--- src/rtl/helios_stream_pkg.sv ---
// Shared definitions for the Helios input stream: header tag, packer states,
// and the round-to-word sizing helper used by the packer and the unpacker.
package helios_stream_pkg;

    localparam logic [7:0] HEADER_TAG = 8'h01;

    typedef enum logic [1:0] {
        S_WAIT = 2'd0,
        S_HDR  = 2'd1,
        S_DATA = 2'd2
    } packer_state_t;

    function automatic int words_per_round(int bits);
        return (bits + 31) / 32;
    endfunction

endpackage

--- src/rtl/syndrome_stream_packer.sv ---
// Serialises one round of syndrome bits at a time onto the decoder core's
// 32-bit valid/ready stream, prefixing each block of rounds with a header word.
//
// state  | meaning
// S_WAIT | idle, ready to capture the next round
// S_HDR  | presenting the block header word
// S_DATA | presenting the data words of the captured round
module syndrome_stream_packer
    import helios_stream_pkg::*;
#(
    parameter int GRID_WIDTH_X = 12,
    parameter int GRID_WIDTH_Z = 2,
    parameter int GRID_WIDTH_U = 10,
    parameter int NUM_CONTEXTS = 2
) (
    input  logic                                 clk,
    input  logic                                 reset,
    input  logic [GRID_WIDTH_X*GRID_WIDTH_Z-1:0] round_data,
    input  logic                                 round_valid,
    output logic                                 round_ready,
    output logic [31:0]                          out_data,
    output logic                                 out_valid,
    input  logic                                 out_ready,
    output logic                                 busy,
    output logic                                 block_done
);

    localparam int PU_COUNT_PER_ROUND = GRID_WIDTH_X * GRID_WIDTH_Z;
    localparam int WPR                = words_per_round(PU_COUNT_PER_ROUND);
    localparam int BUF_W              = WPR * 32;
    localparam int U_BIT_WIDTH        = (GRID_WIDTH_U > 1) ? $clog2(GRID_WIDTH_U) : 1;
    localparam int IDX_W              = (WPR > 1) ? $clog2(WPR) : 1;

    packer_state_t          state;
    logic [BUF_W-1:0]       buffer;
    logic [IDX_W-1:0]       word_idx;
    logic [U_BIT_WIDTH-1:0] round_idx;
    logic [7:0]             ctx_id;
    logic [15:0]            block_seq;

    logic [BUF_W-1:0] round_ext;
    logic [31:0]      header;
    logic [31:0]      next_word;
    logic             last_word;
    logic             last_round;

    assign round_ext  = BUF_W'(round_data);
    assign header     = {HEADER_TAG, ctx_id, block_seq};
    assign next_word  = 32'(buffer >> (32 * (int'(word_idx) + 1)));
    assign last_word  = (word_idx == IDX_W'(WPR - 1));
    assign last_round = (round_idx == U_BIT_WIDTH'(GRID_WIDTH_U - 1));

    assign round_ready = (state == S_WAIT);
    assign busy        = (round_idx != '0) || (state != S_WAIT);

    // out_data is loaded one step ahead so the word is registered when valid rises
    always_ff @(posedge clk or posedge reset) begin
        if (reset) begin
            state      <= S_WAIT;
            buffer     <= '0;
            word_idx   <= '0;
            round_idx  <= '0;
            ctx_id     <= 8'd0;
            block_seq  <= 16'd0;
            out_data   <= 32'd0;
            out_valid  <= 1'b0;
            block_done <= 1'b0;
        end else begin
            block_done <= 1'b0;
            case (state)
                S_WAIT: begin
                    if (round_valid) begin
                        buffer    <= round_ext;
                        word_idx  <= '0;
                        out_valid <= 1'b1;
                        if (round_idx == '0) begin
                            state    <= S_HDR;
                            out_data <= header;
                        end else begin
                            state    <= S_DATA;
                            out_data <= round_ext[31:0];
                        end
                    end
                end
                S_HDR: begin
                    if (out_ready) begin
                        state    <= S_DATA;
                        out_data <= buffer[31:0];
                    end
                end
                S_DATA: begin
                    if (out_ready) begin
                        if (!last_word) begin
                            word_idx <= word_idx + 1'b1;
                            out_data <= next_word;
                        end else begin
                            state     <= S_WAIT;
                            out_valid <= 1'b0;
                            out_data  <= 32'd0;
                            if (last_round) begin
                                round_idx  <= '0;
                                ctx_id     <= (ctx_id == 8'(NUM_CONTEXTS - 1)) ? 8'd0 : ctx_id + 8'd1;
                                block_seq  <= block_seq + 16'd1;
                                block_done <= 1'b1;
                            end else begin
                                round_idx <= round_idx + 1'b1;
                            end
                        end
                    end
                end
                default: state <= S_WAIT;
            endcase
        end
    end

endmodule

--- config.mk ---
export PLATFORM = sky130hd
export DESIGN_NAME = syndrome_stream_packer
export DESIGN_NICKNAME = d
export VERILOG_FILES = /design/src/rtl/helios_stream_pkg.sv /design/src/rtl/syndrome_stream_packer.sv
export SDC_FILE = /design/constraint.sdc
export NUM_CORES = 1
export LEC_CHECK = 0
export BUFFER_PORTS_ARGS = -buffer_cell sky130_fd_sc_hd__buf_2
export CAP_MARGIN = 20
export CORE_MARGIN = 1.5
export CORE_UTILIZATION = 56
export CTS_CLUSTER_SIZE = 10
export DETAILED_ROUTE_END_ITERATION = 8
export PLACE_DENSITY = 0.83
export SETUP_SLACK_MARGIN = 0.2
export SLEW_MARGIN = 20
export SYNTH_ARGS = -nofsm -noshare
export SYNTH_HDL_FRONTEND = slang
export SYNTH_SLANG_ARGS = --single-unit
export TNS_END_PERCENT = 30
--- constraint.sdc ---
create_clock -name clk -period 3.27 [get_ports clk]
set_clock_uncertainty 0.1 [all_clocks]
set_input_delay 0.4905 -clock clk [delete_from_list [all_inputs] [get_ports clk]]
set_output_delay 0.4905 -clock clk [all_outputs]
set_load 0.02 [all_outputs]
==> results.json <==
{
  "antenna_found_initial": 0,
  "ys_seq_elements": 81,
  "drc": 0,
  "vias_per_cell": 5.73,
  "hold_slack_ns": 0.175,
  "peakVddDrop_v": 0.000578,
  "first_pass_iters": 4,
  "dp_hpwl_um": 5220,
  "worstPathArrival_ns": 2.59,
  "startpoint_type": "flop",
  "gp_congestion": 0.904,
  "floorplan.initialDensity_pct": 57.7,
  "dieArea_um2": 7470,
  "tightestPinTransition_ns": 0.965,
  "track_usage_pct": 23.0,
  "rsz0062_at_grt": "no",
  "max_freq_mhz": 408,
  "worst_slack_ns": 0.817,
  "synth.distinct_cells": 39,
  "cap_violations": 0,
  "min_path_type": "in -> async",
  "area_growth_pct": 13.0,
  "end_kind": "flop",
  "required_ns": 3.41,
  "yosys.area.top_type_share_pct": 52.0,
  "grt_pass1_vias": 2770,
  "num_rows": 30,
  "wl_um": 7730,
  "ant_nets": 0,
  "portBuffers": 56,
  "ios": 64,
  "vias": 2769,
  "drtIter0Drc": 212,
  "intPower_w": 0.00255,
  "power_switching_w": 0.00162,
  "num-fill-cells": 510,
  "netlist_top_cells_area": "dfrtp_1 52%, mux2_2 7.8%, mux2i_1 5.9%",
  "power.density_nw_per_um2": 948,
  "hold_viol_final": 0,
  "netSwitchingFraction_pct": 38.9,
  "cts-resized-gates": 0,
  "layout_min_cycle_time_ns": 2.45,
  "cts.sinks": 81,
  "tns_ns": 0,
  "cts_setup_buffers": 0,
  "fin_nets": 434,
  "clockBufferDepth": 2,
  "ys_seq_area_share_pct": 52.0,
  "post-place-ws_ns": 0.926,
  "pwr-share-seq_pct": 39.6,
  "relSlewSlack_pct": 35.7,
  "die_h_um": 86.4,
  "synth-warning-count": 1,
  "leakage_nw": 2.07,
  "path_clk_slew_ns": 0.09,
  "period_share_pct": 75.0,
  "wl_per_cell_um": 16.0,
  "grt_max_degree": 64,
  "globalRouteOverflowTotal": 0,
  "setup_viol": 0,
  "worst_skew_pair.late_latency_ns": 0.36,
  "syn_inst": 346,
  "status": "completed",
  "critPathKind": "reg -> reg",
  "die_w_um": 86.4,
  "syn_area_um2": 3900,
  "core_um2": 6760,
  "cts_tree": "built",
  "multi_input_area_um2": 1720,
  "antenna_cells": 0,
  "cts_hold_buf": 0,
  "seq_area_um2": 2030,
  "drive_gt1_share_pct": 26.8,
  "grt_pass1_wl_um": 13200,
  "combPwrFrac_pct": 42.2,
  "timing_max_transition_violations_final": 0,
  "syn_area_per_cell_um2": 11.3,
  "yosysTopAreaCell": "dfrtp_1",
  "htree_num_levels": 3,
  "numCtsBuffers": 9,
  "crit_fanout": 15,
  "cts-root-buf": "clkbuf_8",
  "p_clk_share_pct": 18.2
}
[routing by layer]
layer  wire length [µm]  global-route usage, %
met5                  0                      0
met4                 98                   8.50
met3                350                   5.05
met2               3600                   37.0
met1               3680                   30.7
[worst max-delay path, stage by stage, from the launching register on]
cell	delay, ns
dfrtp_1	0.42
inv_1	0.13
ha_1	0.26
nand3_1	0.34
nor2_2	0.63
nand4_1	0.26
xnor2_1	0.19
[worst paths after layout]
kind | depth (start not counted) | endpoint | slack [ns] | startpoint
max | 6 | block_seq[8] | 0.82 | state[0]
min | 2 | out_data[10] | 0.18 | reset
max reg2reg | 6 | block_seq[8] | 0.82 | state[0]
min reg2reg | 1 | block_seq[15] | 0.38 | block_seq[15]
max in group asynchronous | 3 | round_idx[1] | 2.14 | reset
min in group clk | 2 | buffer[21] | 0.27 | round_data[21]
[power by group through the flow]
stage,logic [W],clock network [W],registers (W)
floorplan,0.00117,0,0.00181
global placement,0.00171,0,0.00165
detailed placement,0.00176,0,0.00167
CTS,0.00177,0.000764,0.00165
global route,0.00195,0.000800,0.00170
finish,0.00176,0.000758,0.00166
[cell usage after synthesis (all sizes together)]
cell     instances
a21o             1
a21oi           26
a2bb2oi         23
a31oi            1
a32oi            1
and2             3
and3             1
and4             4
buf             14
clkbuf          13
conb             1
dfrtp           81
ha               8
inv              6
mux2            27
mux2i           23
nand2           22
nand2b           1
nand3            8
nand4           10
nor2            28
nor2b            2
nor3             3
nor3b            1
nor4             3
o211a            1
o21ai            7
o22a             1
o22ai            1
or3b             1
or4              2
xnor2           20
xor2             2
[per-stage QoR]
stage / cell area, µm² / utilization (%) / std cells / power [W]
final: 4410 / 65.2 / 483 / 0.00418
after global routing: 4410 / 65.2 / 483 / 0.00445
after detailed placement: 4200 / 62.2 / 467 / 0.00343
after CTS: 4400 / 65.2 / 483 / 0.00419
after global placement: 4200 / 62.2 / 467 / 0.00336
after floorplan: 3920 / - / 352 / 0.00298
[flip-flops by register name, summed over array words and instances, names as in the netlist]
signal and flops:
out_data 25, round_idx 4, block_done 1, state 2
block_seq 16, out_valid 1, ctx_id 8, buffer 24
[cell families (layout without fill, tap and decap cells)]
kind of cell    after synthesis  count (layout)  synth area share [%]
simple gates                 89              89                  11.7
flops                        81              81                  52.0
compound gates               62              62                  10.6
mux                          50              50                  13.7
buf+inv                      33              84                  4.36
xor+xnor                     22              22                  4.94
fa+ha+maj                     8               8                  2.57
other cells                   1               7                0.0962
[final cells by class]
cell class / instances / area share [%]
Sequential cell: 81 / 46.0
Multi-Input combinational cell: 238 / 39.1
Timing Repair Buffer: 62 / 7.38
Clock buffer: 11 / 3.21
Tap cell: 80 / 2.27
Clock inverter: 5 / 1.42
Inverter: 6 / 0.568
[cells in the final DEF, fill, tap and decap left out, types with 3 or more instances in the layout]
cell	netlist	final
dfrtp_1	81	81
and2_1	3	3
inv_1	6	5
buf_2	1	56
nand3_1	8	8
ha_1	8	8
a2bb2oi_1	23	23
and4_1	4	4
buf_4	10	6
mux2i_1	23	23
conb_1	1	7
clkbuf_8	0	10
nor2_1	27	27
xnor2_1	20	20
mux2_2	27	27
a21oi_1	26	26
o21ai_0	7	7
nand4_1	10	10
nand2_1	22	22
No activity file was read; power rests on OpenSTA's default activity.
